<file path="src/rtl/dsqw_irq_ctrl_mc_pkg.sv">
// Shared constants for the multi-channel deskew interrupt controller.
// This package holds the FSM state encoding, the default widths and the
// irq_cause width helper.
package dsqw_irq_pkg;

    localparam int DEF_N_SRC = 3;
    localparam int DEF_CNT_W = 8;

    localparam logic [1:0] ST_IDLE   = 2'd0;
    localparam logic [1:0] ST_ASSERT = 2'd1;
    localparam logic [1:0] ST_HOLD   = 2'd2;

    // Width of a source index; never below 1 so that N_SRC=1 still has a port.
    function automatic int idx_w(input int n);
        return (n <= 1) ? 1 : $clog2(n);
    endfunction

endpackage

</file>
<file path="src/rtl/dsqw_irq_ctrl_mc_if.sv">
// Register-block side bundle of the interrupt controller.
// The slave modport is the controller, and the master modport is the register block.
interface dsqw_irq_ctrl_mc_if #(
    parameter int N_SRC = 3,
    parameter int CNT_W = 8,
    parameter int IDX_W = 2
);
    logic [N_SRC-1:0] src;
    logic [N_SRC-1:0] ack;
    logic [N_SRC-1:0] en;
    logic [N_SRC-1:0] edge_mode;
    logic [CNT_W-1:0] holdoff_cycles;
    logic [N_SRC-1:0] pending;
    logic             irq;
    logic [IDX_W-1:0] irq_cause;
    logic [N_SRC-1:0] ovf;

    modport slave (
        input  src, ack, en, edge_mode, holdoff_cycles,
        output pending, irq, irq_cause, ovf
    );

    modport master (
        output src, ack, en, edge_mode, holdoff_cycles,
        input  pending, irq, irq_cause, ovf
    );
endinterface

</file>
<file path="src/rtl/dsqw_irq_ctrl_mc_chan.sv">
// One interrupt channel. It holds the delayed source, the edge/level event
// detect, the sticky pending bit and the optional overflow flag.
// Define DSQW_IRQ_OVF_EN to store overflow flags. Otherwise ovf_o is tied low.
module dsqw_irq_chan (
    input  logic clk,
    input  logic rst,
    input  logic src_i,
    input  logic ack_i,
    input  logic edge_mode_i,
    output logic pending_o,
    output logic ovf_o
);
    logic src_d_q, src_d_d;
    logic pending_q, pending_d;
    logic evt;

    assign evt = edge_mode_i ? (src_i & ~src_d_q) : src_i;

    // Ack beats a coincident event; that event is dropped.
    always_comb begin
        src_d_d   = src_i;
        pending_d = pending_q;
        if (ack_i)    pending_d = 1'b0;
        else if (evt) pending_d = 1'b1;
    end

    // Delayed source and pending bit.
    always_ff @(posedge clk) begin
        if (rst) begin
            src_d_q   <= 1'b0;
            pending_q <= 1'b0;
        end else begin
            src_d_q   <= src_d_d;
            pending_q <= pending_d;
        end
    end

    assign pending_o = pending_q;

`ifdef DSQW_IRQ_OVF_EN
    logic ovf_q, ovf_d;

    // Overflow is an event landing on a set bit or on an ack. A new set wins over the ack.
    always_comb begin
        ovf_d = ovf_q;
        if (evt & (pending_q | ack_i)) ovf_d = 1'b1;
        else if (ack_i)                ovf_d = 1'b0;
    end

    // Sticky overflow flag.
    always_ff @(posedge clk) begin
        if (rst) ovf_q <= 1'b0;
        else     ovf_q <= ovf_d;
    end

    assign ovf_o = ovf_q;
`else
    assign ovf_o = 1'b0;
`endif

endmodule

</file>
<file path="src/rtl/dsqw_irq_ctrl_mc.sv">
// Multi-channel sticky interrupt controller.
// It contains N_SRC channels, a priority encode of the enabled pending bits,
// and an IDLE/ASSERT/HOLD FSM with a hold-off counter that drives a registered irq.
// Optional overflow storage in the channels is enabled with DSQW_IRQ_OVF_EN.
module dsqw_irq_ctrl_mc
    import dsqw_irq_pkg::*;
#(
    parameter int N_SRC = DEF_N_SRC,
    parameter int CNT_W = DEF_CNT_W,
    parameter int IDX_W = idx_w(N_SRC)
) (
    input  logic             clk,
    input  logic             rst,
    dsqw_irq_ctrl_mc_if.slave bus
);
    logic [N_SRC-1:0] pending;
    logic [N_SRC-1:0] ovf;
    logic [N_SRC-1:0] masked;
    logic             active;

    logic [1:0]       state_q, state_d;
    logic [CNT_W-1:0] cnt_q, cnt_d;
    logic             irq_q, irq_d;
    logic [IDX_W-1:0] cause_q, cause_d;

    for (genvar g = 0; g < N_SRC; g++) begin : g_chan
        dsqw_irq_chan u_chan (
            .clk         (clk),
            .rst         (rst),
            .src_i       (bus.src[g]),
            .ack_i       (bus.ack[g]),
            .edge_mode_i (bus.edge_mode[g]),
            .pending_o   (pending[g]),
            .ovf_o       (ovf[g])
        );
    end

    // Lowest enabled pending index wins; the search runs high to low so the last hit is the lowest.
    always_comb begin
        masked  = pending & bus.en;
        active  = |masked;
        cause_d = '0;
        for (int i = N_SRC - 1; i >= 0; i--) begin
            if (masked[i]) cause_d = IDX_W'(i);
        end
    end

    // The hold-off length is latched only when HOLD is entered.
    always_comb begin
        state_d = state_q;
        cnt_d   = cnt_q;
        case (state_q)
            ST_IDLE: begin
                if (active) state_d = ST_ASSERT;
            end
            ST_ASSERT: begin
                if (!active) begin
                    if (bus.holdoff_cycles != '0) begin
                        state_d = ST_HOLD;
                        cnt_d   = bus.holdoff_cycles;
                    end else begin
                        state_d = ST_IDLE;
                    end
                end
            end
            ST_HOLD: begin
                cnt_d = cnt_q - 1'b1;
                if (cnt_q == CNT_W'(1)) begin
                    state_d = ST_IDLE;
                    cnt_d   = '0;
                end
            end
            default: begin
                state_d = ST_IDLE;
                cnt_d   = '0;
            end
        endcase
        irq_d = (state_d == ST_ASSERT);
    end

    // FSM, counter, irq and cause registers.
    always_ff @(posedge clk) begin
        if (rst) begin
            state_q <= ST_IDLE;
            cnt_q   <= '0;
            irq_q   <= 1'b0;
            cause_q <= '0;
        end else begin
            state_q <= state_d;
            cnt_q   <= cnt_d;
            irq_q   <= irq_d;
            cause_q <= cause_d;
        end
    end

    assign bus.pending   = pending;
    assign bus.irq       = irq_q;
    assign bus.irq_cause = cause_q;
    assign bus.ovf       = ovf;

endmodule

</file>
<file path="src/flat_wrapper.sv">
// flat-port wrapper written by rule: the top's interface ports become plain ports
module dsqw_irq_ctrl_mc_flat import dsqw_irq_pkg::*;
#(
    parameter int N_SRC = DEF_N_SRC,
    parameter int CNT_W = DEF_CNT_W,
    parameter int IDX_W = idx_w(N_SRC)
)
  (clk, rst, bus_src, bus_ack, bus_en, bus_edge_mode, bus_holdoff_cycles, bus_pending, bus_irq, bus_irq_cause, bus_ovf);
  dsqw_irq_ctrl_mc_if #(.N_SRC(N_SRC), .CNT_W(CNT_W), .IDX_W(IDX_W)) bus_i ();
  input  logic clk;
  input  logic rst;
  input wire logic [$bits(bus_i.src)-1:0] bus_src;
  input wire logic [$bits(bus_i.ack)-1:0] bus_ack;
  input wire logic [$bits(bus_i.en)-1:0] bus_en;
  input wire logic [$bits(bus_i.edge_mode)-1:0] bus_edge_mode;
  input wire logic [$bits(bus_i.holdoff_cycles)-1:0] bus_holdoff_cycles;
  output wire logic [$bits(bus_i.pending)-1:0] bus_pending;
  output wire logic [$bits(bus_i.irq)-1:0] bus_irq;
  output wire logic [$bits(bus_i.irq_cause)-1:0] bus_irq_cause;
  output wire logic [$bits(bus_i.ovf)-1:0] bus_ovf;
  assign bus_i.src = bus_src;
  assign bus_i.ack = bus_ack;
  assign bus_i.en = bus_en;
  assign bus_i.edge_mode = bus_edge_mode;
  assign bus_i.holdoff_cycles = bus_holdoff_cycles;
  assign bus_pending = bus_i.pending;
  assign bus_irq = bus_i.irq;
  assign bus_irq_cause = bus_i.irq_cause;
  assign bus_ovf = bus_i.ovf;
  dsqw_irq_ctrl_mc #(.N_SRC(N_SRC), .CNT_W(CNT_W), .IDX_W(IDX_W)) u_core (.clk(clk), .rst(rst), .bus(bus_i));
endmodule
</file>
<file path="config.mk">
export PLATFORM = sky130hd
export DESIGN_NAME = dsqw_irq_ctrl_mc_flat
export DESIGN_NICKNAME = d
export VERILOG_FILES = /design/src/rtl/dsqw_irq_ctrl_mc_pkg.sv /design/src/rtl/dsqw_irq_ctrl_mc_if.sv /design/src/rtl/dsqw_irq_ctrl_mc_chan.sv /design/src/rtl/dsqw_irq_ctrl_mc.sv /design/src/flat_wrapper.sv
export SDC_FILE = /design/constraint.sdc
export NUM_CORES = 1
export LEC_CHECK = 0
export CAP_MARGIN = 5
export CORE_MARGIN = 4
export CORE_UTILIZATION = 49
export DETAILED_ROUTE_END_ITERATION = 8
export PLACE_DENSITY = 0.81
export SYNTH_ARGS = -nofsm -noshare
export SYNTH_HDL_FRONTEND = slang
export SYNTH_SLANG_ARGS = --single-unit
</file>
<file path="constraint.sdc">
create_clock -name clk -period 2.9 [get_ports clk]
set_input_delay 0.435 -clock clk [delete_from_list [all_inputs] [get_ports clk]]
set_output_delay 0.435 -clock clk [all_outputs]
set_load 0.03 [all_outputs]
</file>
# == After elaboration in Yosys (flattened, before gate mapping) ==
# Index checks and enable logic that the tools add are counted.
# op_classes
bitwise,8
n_eq_ne,6
reduce_logical,9
mux,14
addsub,1
# ops
op,n
two-way mux 8 bit,3
one-hot mux 8 bit (3 select lines),1
two-way mux 2 bit,5
"equality test 8 x 1 -> 1 bit, second input constant",1
nonzero test 8 bit,1
OR reduction 2 bit,4
"subtractor 8 x 1 -> 8 bit, second input constant",1
one-hot mux 2 bit (3 select lines),1
OR reduction 3 bit,2
"equality test 2 x 1 -> 1 bit, second input constant",2
two-way mux 1 bit,4
inverter 1 bit,4
AND 1 bit,3
AND 3 bit,1
AND reduction 3 bit,1
"equality test 2 bit, second input constant",1
zero test 2 bit,1
"!= test 2 x 1 -> 1 bit, second input constant",1
"!= test 2 bit, second input constant",1
# word_totals
out_inout_bits,9
regBits,19

# == Depth between registers and ports, before layout ==
# Gate-level depths: netlist (run 1).
# depth
depth_word,5
depth_mapped,7
depth_no_buf,6

# == Hierarchy ==
# From an unflattened synthesis (run 1), not the netlist that was laid out.
# hier_totals
cells_unflattened,132
hier_area_um2,1113.6
# by_module_without_submodules
mod,area_each_um2,instances,cells_per_inst
dsqw_irq_ctrl_mc,884.6,1,108
dsqw_irq_chan,76.3,3,8

# == Least setup slack after synthesis (run 1) ==
# Ideal clock, no wire load.
# synth_timing
kind,input to register
startpoint,input bus_holdoff_cycles[1]
endpoint,register u_core.cnt_q[4]
n_path_buf,0
cell_stages,4
t_arrival_ps,1590
setup_time_ps,117
setup_slack_ps,1192
path_cell_list,or4_1 > o211ai_2 > a21oi_1 > a32o_1
# synth_via
elab_chain_cells,3
# synth_lines
item,line_no,source
"start, declared",flat_wrapper.sv:16,input wire logic [$bits(bus_i.holdoff_cycles)-1:0] bus_holdoff_cycles;
nonzero test 8 bit,dsqw_irq_ctrl_mc.sv:58,if (bus.holdoff_cycles != '0) begin
!= test 2 x 1 -> 1 bit (no line),-,
AND reduction 3 bit (no line),-,
"end signal, assigned",dsqw_irq_ctrl_mc.sv:90,cnt_q <= cnt_d;
"end, declared",dsqw_irq_ctrl_mc.sv:22,"logic [CNT_W-1:0] cnt_q, cnt_d;"
# Every way passes these cells.
# A chain may end at the register's enable or synchronous reset.

# == Final worst setup path (run 1) ==
# layout_timing
startpoint,input bus_en[0]
endpoint,register u_core.cnt_q[3]
# layout_via
elab_chain_cells,4
# layout_lines
item,line_no,source
"start, declared",flat_wrapper.sv:14,input wire logic [$bits(bus_i.en)-1:0] bus_en;
AND 3 bit,dsqw_irq_ctrl_mc.sv:40,masked = pending & bus.en;
OR reduction 3 bit,dsqw_irq_ctrl_mc.sv:41,active = |masked;
!= test 2 bit (no line),-,
AND reduction 3 bit (no line),-,
# Every way passes these cells.

==> results of run 1 <==
## path summary, 6_finish.rpt
| path | start | endpoint | slack (ps) | depth (start not counted) |
|---|---|---|---|---|
| worst max register to register | u_core.cnt_q[0] | u_core.bus.irq | 1020 | 5 |
| worst min-delay path | u_core.g_chan[2].u_chan.pending_o | u_core.bus.irq_cause[1] | 520 | 2 |
| worst max-delay path | bus_en[0] | u_core.cnt_q[3] | 780 | 5 |
| worst min register to register | u_core.g_chan[2].u_chan.pending_o | u_core.bus.irq_cause[1] | 520 | 2 |
## synthesized netlist by cell type, types with 3 or more instances
cell type | number | share of area [%]
nand2_1 | 13 | 4.3
nor2b_1 | 3 | 1.6
nor3_1 | 5 | 2.2
nor2_1 | 5 | 1.6
dfxtp_1 | 19 | 33
a211oi_1 | 3 | 2.0
a21oi_1 | 10 | 4.4
a22oi_1 | 3 | 2.0
ha_1 | 6 | 6.6
o21ai_0 | 6 | 2.6
o32ai_1 | 3 | 2.3
inv_1 | 11 | 3.6
buf_4 | 6 | 3.9
nand3_1 | 3 | 1.3
## worst max-delay path: cells and delay by family
| kind | cells | cell delay (ps) |
|---|---|---|
| buffers and inverters | 1 | 470 |
| AO/OA/AOI/OAI | 4 | 1410 |
## final cells by class
class	count	area, µm²	area share (%)
Tap cell	28	35.0	2.43
Sequential cell	19	380	26.4
Inverter	11	41.3	2.87
Multi-Input combinational cell	97	678	47.1
Clock buffer	4	26.3	1.83
Timing Repair Buffer	28	278	19.3
## logic make-up after synthesis
kind of cell / share of synthesized area [%]
adders and majority gates: 6.56
xor gates and xnor gates: 0.765
other: 0.328
and+or+nand+nor: 20.2
buffers and inverters: 8.20
AOI/OAI and AO/OA: 30.7
DFF: 33.2
## metrics by stage
stage	cell area [µm²]	cells
finish	1440	187
global route	1440	187
CTS	1440	187
detailed placement	1410	183
global placement	1410	183
floorplan	1150	135
## state kept, by name (all words and copies together) (netlist names)
register / count
u_core.g_chan.u_chan.pending_o: 3
u_core.g_chan.u_chan.src_d_q: 3
u_core.bus.irq_cause: 2
u_core.bus.irq: 1
u_core.cnt_q: 8
u_core.state_q: 2
## power groups by stage
stage | sequential (W) | combinational (W) | clock (W)
floorplan | 0.000292 | 0.000119 | 0
global placement | 0.000290 | 0.000183 | 0
detailed placement | 0.000291 | 0.000184 | 0
CTS | 0.000285 | 0.000185 | 0.000136
global route | 0.000287 | 0.000204 | 0.000146
finish | 0.000285 | 0.000188 | 0.000132
## per-layer routing
metal | vias up | global-route usage (%) | part of all wire, %
li1 | 547 | - | -
met1 | 528 | 23.9 | 44
met2 | 49 | 31.4 | 48
met3 | 2 | 3.68 | 7.6
met4 | 0 | 5.76 | 0.46
met5 | - | 0 | 0
==> summary.md, run 1 <==
| Metric | Value |
|---|---|
| Run status | `finished clean` |
| GRT Overall Usage | `a little under a fifth` |
| PostCTS Resize Cnt | `0` |
| Post-synth EDFFs | `0` |
| Synthesis Warnings | `0` |
| Worst-Skew Late Latency | `290 ps` |
| Routability congestion estimate | `approximately 0.92` |
| Core Area | `roughly 2200 µm²` |
| Synthesized cell area | `between 1000 and 1500 µm²` |
| Number of max-cap violations | `0` |
| DRC | `0` |
| N_diodes | `0` |
| Boundary Pins | `31` |
| Commonest non-fill, non-tap cells in the layout | `clkdlybuf4s50_1, dfxtp_1, nand2_1` |
| Post-CTS Setup Inserts | `0` |
| Flop pwr share | `between 40% and 50%` |
| Global route overflow | `0` |
| Worst-Margin Slew | `approximately 700 ps` |
| Initial DRC count | `41` |
| DP Wirelength | `around 2.2 mm` |
| Max Buffers Root-to-Sink | `2` |
| Crit. End Element | `register` |
| Leakage dissipation | `0.522 nW` |
| Inserted Clock Buffers | `3` |
| Die H | `between 50 and 60 µm` |
| DRT Pass-1 Iters | `4` |
| Seq/Total Area, Yosys | `roughly a third` |
| Design Power | `roughly 0.0006 W` |
| Setup CP Type | `in2reg` |
| Clk sinks | `19` |
| Mapped Cells | `133` |
| Min Tclk post-route | `approximately 2100 ps` |
| Final TNS setup | `0 ps` |
| Critical Path Start Type | `input port` |
| Most common cell after layout, fill and taps aside | `clkdlybuf4s50_1` |
| Vias per cell | `around 6.0` |
| Setup WS post-layout | `~780 ps` |
| CP Max Fanout | `7` |
| Vias in the first global route | `~1200` |
| Hold Slack | `516 ps` |
| Power per cell area | `420 nW/µm²` |
| Logic gate share of total power | `approximately 31%` |
| Clock Skew | `0.794 ps` |
| Arrival time worst endpoint | `~2300 ps` |
| Hold Path Class | `reg2reg` |
| RSZ-0062 raised after global routing | `no` |
| CTS clk-pin slew, worst paths | `110 ps` |
| Worst vdd ir | `approximately 0.25 mV` |
| Period utilisation layout | `between 70% and 80%` |
| Most common flop cell mapped by yosys | `dfxtp_1` |
| Post-CTS Hold Fix Bufs | `0` |
| Net Sw Power | `between 0.00015 and 0.0002 W` |
| Area delta synth->final | `25.7%` |
| Final #Nets | `188` |
| Yosys reg bits | `19` |
| Row count | `17` |
| Via count | `between 1000 and 1500` |
| Synth cell types | `46` |
| Initial Utilization | `between 50% and 60%` |
| Clock root cell | `clkbuf_4` |
| Post-synthesis async set-or-reset flop share | `0%` |
| CP peak stage delay | `approximately 700 ps` |
| Max-slew violations | `0` |
| Largest net degree at the start of global routing | `14` |
| Final hold vios | `0` |
| Die width | `roughly 56 µm` |
| Place WS | `approximately 500 ps` |
| Crit path max-delay cell type | `a222oi_1` |
| Port Buf Inserts | `27` |
| Post-Syn Area per Cell | `approximately 8.6 µm²` |
| Final core occ | `65.0%` |
| Share of cells above drive strength 1 | `7.55%` |
| CP cell instances | `clkdlybuf4s50_1 -> a222oi_1 -> o21a_2 -> o21ai_4 -> o32ai_1` |
| FMAX | `between 0.4 and 0.5 GHz` |
| Fill cells | `~200` |
| Clock power frac | `21.8%` |
| Initial antenna violation count | `0` |
| Final WL | `between 2 and 3 mm` |
| Die area | `~3200 µm²` |
| Switching Fraction | `between 30 and 40%` |
| Drt wl/cell | `approximately 15 µm` |
| P_int | `0.000408 W` |
| Setup Viol. Count Final | `0` |
| Rel. slew slack | `between 50% and 60%` |
| Worst EP required | `3090 ps` |
| DRT antenna net count | `0` |
| Max H-tree Level | `1` |
| CTS tree | `yes` |
| Global-route wire length before repair | `a little under 5 mm` |
Power figures use the tool's default switching activity.
==> run 2, diff against run 1 <==
--- a/config.mk
+++ b/config.mk
@@ -7,9 +7,9 @@
 export LEC_CHECK = 0
 export CAP_MARGIN = 5
 export CORE_MARGIN = 4
-export CORE_UTILIZATION = 49
+export CORE_UTILIZATION = 43
 export DETAILED_ROUTE_END_ITERATION = 8
-export PLACE_DENSITY = 0.81
+export PLACE_DENSITY = 0.75
 export SYNTH_ARGS = -nofsm -noshare
 export SYNTH_HDL_FRONTEND = slang
 export SYNTH_SLANG_ARGS = --single-unit
==> constraint.sdc (replaced) <==
create_clock -name clk -period 1.9 [get_ports clk]
set_input_delay 0.285 -clock clk [delete_from_list [all_inputs] [get_ports clk]]
set_output_delay 0.285 -clock clk [all_outputs]
set_load 0.03 [all_outputs]
==> run 2 against run 1 <==
Count of clock-buffer cells in the layout did not move. Utilization is 3.2 points lower. Worst hold slack worse by 0.96 ps. Die area increased by 12%. Sequential power grew 53%. Critical path type unchanged. Largest power group unchanged.
==> summary.md, run 2 (synthesis results as in run 1) <==
| Metric | Value |
|---|---|
| Run status | `finished clean` |
| Non-Filler Instances | `202` |
| CP Max Fanout | `7` |
| Worst-Skew Late Latency | `slightly below 300 ps` |
| Share of cells above drive strength 1 | `14.5%` |
| Vias per cell | `about 6.0` |
| CP cell instances | `clkdlybuf4s50_1 -> or4_1 -> o21a_2 -> o21ai_4 -> a32o_1` |
| Most common cell after layout, fill and taps aside | `clkdlybuf4s50_1` |
| Die H | `just under 60 µm` |
| Worst vdd ir | `0.374 mV` |
| Clk sinks | `19` |
| Drt wl/cell | `between 15 and 20 µm` |
| Max Buffers Root-to-Sink | `2` |
| Inserted Clock Buffers | `3` |
| Final #Nets | `around 200` |
| Number of max-cap violations | `0` |
| DP Wirelength | `2.53 mm` |
| FF/Latch Area | `380 µm²` |
| DRC | `0` |
| Hold Path Class | `reg2reg` |
| Crit. End Element | `register` |
| FMAX | `~0.56 GHz` |
| Post-CTS Hold Fix Bufs | `0` |
| Final WL | `roughly 3.1 mm` |
| Post-CTS Setup Inserts | `0` |
| Largest net degree at the start of global routing | `13` |
| Global route overflow | `0` |
| Min Tclk post-route | `roughly 1800 ps` |
| Port Buf Inserts | `27` |
| Setup Viol. Count Final | `0` |
| Fill cells | `223` |
| Placed cell count | `roughly 200` |
| Top reg by flops | `u_core.cnt_q` |
| N_diodes | `0` |
| Initial DRC count | `53` |
| RSZ-0062 raised after global routing | `no` |
| Boundary Pins | `31` |
| Place WS | `-176 ps` |
| Crit path max-delay cell type | `or4_1` |
| CTS clk-pin slew, worst paths | `about 100 ps` |
| Max H-tree Level | `1` |
| Initial antenna violation count | `0` |
| Max-slew violations | `0` |
| Leakage dissipation | `just under 0.6 nW` |
| Clock Skew | `approximately 5.5 ps` |
| Period utilisation layout | `around 94%` |
| Critical Path Start Type | `input port` |
| Final hold vios | `0` |
| PostCTS Resize Cnt | `0` |
| Multi-input gate area | `between 600 and 700 µm²` |
| Setup CP Type | `in2reg` |
| Core Area | `about 2500 µm²` |
| Power per cell area | `~600 nW/µm²` |
| Area delta synth->final | `35.0%` |
| Routability congestion estimate | `~0.90` |
| Vias in the first global route | `roughly 1300` |
| Die width | `roughly 60 µm` |
| Worst EP required | `between 2000 and 2500 ps` |
| DRT Pass-1 Iters | `4` |
| Arrival time worst endpoint | `between 2000 and 2500 ps` |
| Via count | `around 1200` |
| CTS tree | `yes` |
| Commonest non-fill, non-tap cells in the layout | `clkdlybuf4s50_1, dfxtp_1, buf_4` |
| GRT Overall Usage | `18.7%` |
| Initial Utilization | `45.8%` |
| Setup WS post-layout | `about 110 ps` |
| Global-route wire length before repair | `approximately 5.2 mm` |
| Clock root cell | `clkbuf_4` |
| CP peak stage delay | `600 ps` |
| Row count | `18` |
| Die area | `about 3600 µm²` |
| DRT antenna net count | `0` |
| Max FFs per register | `8` |
[run 2: cell count changes in the layout (fill, tap and decap cells not counted)]
cell,before,now
nor3b_2,1,0
nor3b_4,0,1
buf_4,1,14
[run 2: routing by layer]
layer | share of wire, % | global-route usage, % | vias to the layer above
li1 | - | - | 572
met1 | 43 | 22.7 | 580
met2 | 47 | 31.5 | 62
met3 | 8.8 | 3.70 | 8
met4 | 1.4 | 8.86 | 0
met5 | 0 | 0 | -
[run 2: where the power goes]
| part | switching [W] | leakage, nW | internal [W] | total [W] |
|---|---|---|---|---|
| clock | 0.000112 | 0.0150 | 0.0000815 | 0.000194 |
| combinational | 0.000171 | 0.412 | 0.000146 | 0.000317 |
| sequential | 0.0000180 | 0.155 | 0.000417 | 0.000435 |
[run 2: worst paths after layout]
check | slack [ps] | to | cells past startpoint | start
worst max register to register | 180 | u_core.bus.irq | 6 | u_core.cnt_q[1]
worst min-delay path | 510 | u_core.bus.irq_cause[1] | 2 | u_core.g_chan[2].u_chan.pending_o
worst min register to register | 510 | u_core.bus.irq_cause[1] | 2 | u_core.g_chan[2].u_chan.pending_o
worst max-delay path | 110 | u_core.cnt_q[4] | 5 | bus_holdoff_cycles[5]
[run 2: worst max-delay path, delay by kind of cell]
family                 cells  cell delay (ps)
AO/OA/AOI/OAI              3              700
AND/OR/NAND/NOR            1              600
buffers and inverters      1              420
[run 2: stage by stage]
stage               TNS (ps)  hold slack, ps  utilization (%)  area, µm²  power, W
finish                     0             515             61.8       1550  0.000946
detailed placement     -1440             507             60.5       1510  0.000753
global route               0             507             61.8       1550   0.00101
CTS                        0             513             61.6       1540  0.000951
floorplan                  0             357                -       1150  0.000627
global placement        -927             498             60.5       1510  0.000744
[run 2: cell type report]
| type | count | share of cell area [%] |
|---|---|---|
| Multi-Input combinational cell | 97 | 44.3 |
| Inverter | 11 | 2.67 |
| Sequential cell | 19 | 24.6 |
| Timing Repair Buffer | 41 | 24.3 |
| Clock buffer | 4 | 1.70 |
| Tap cell | 30 | 2.43 |
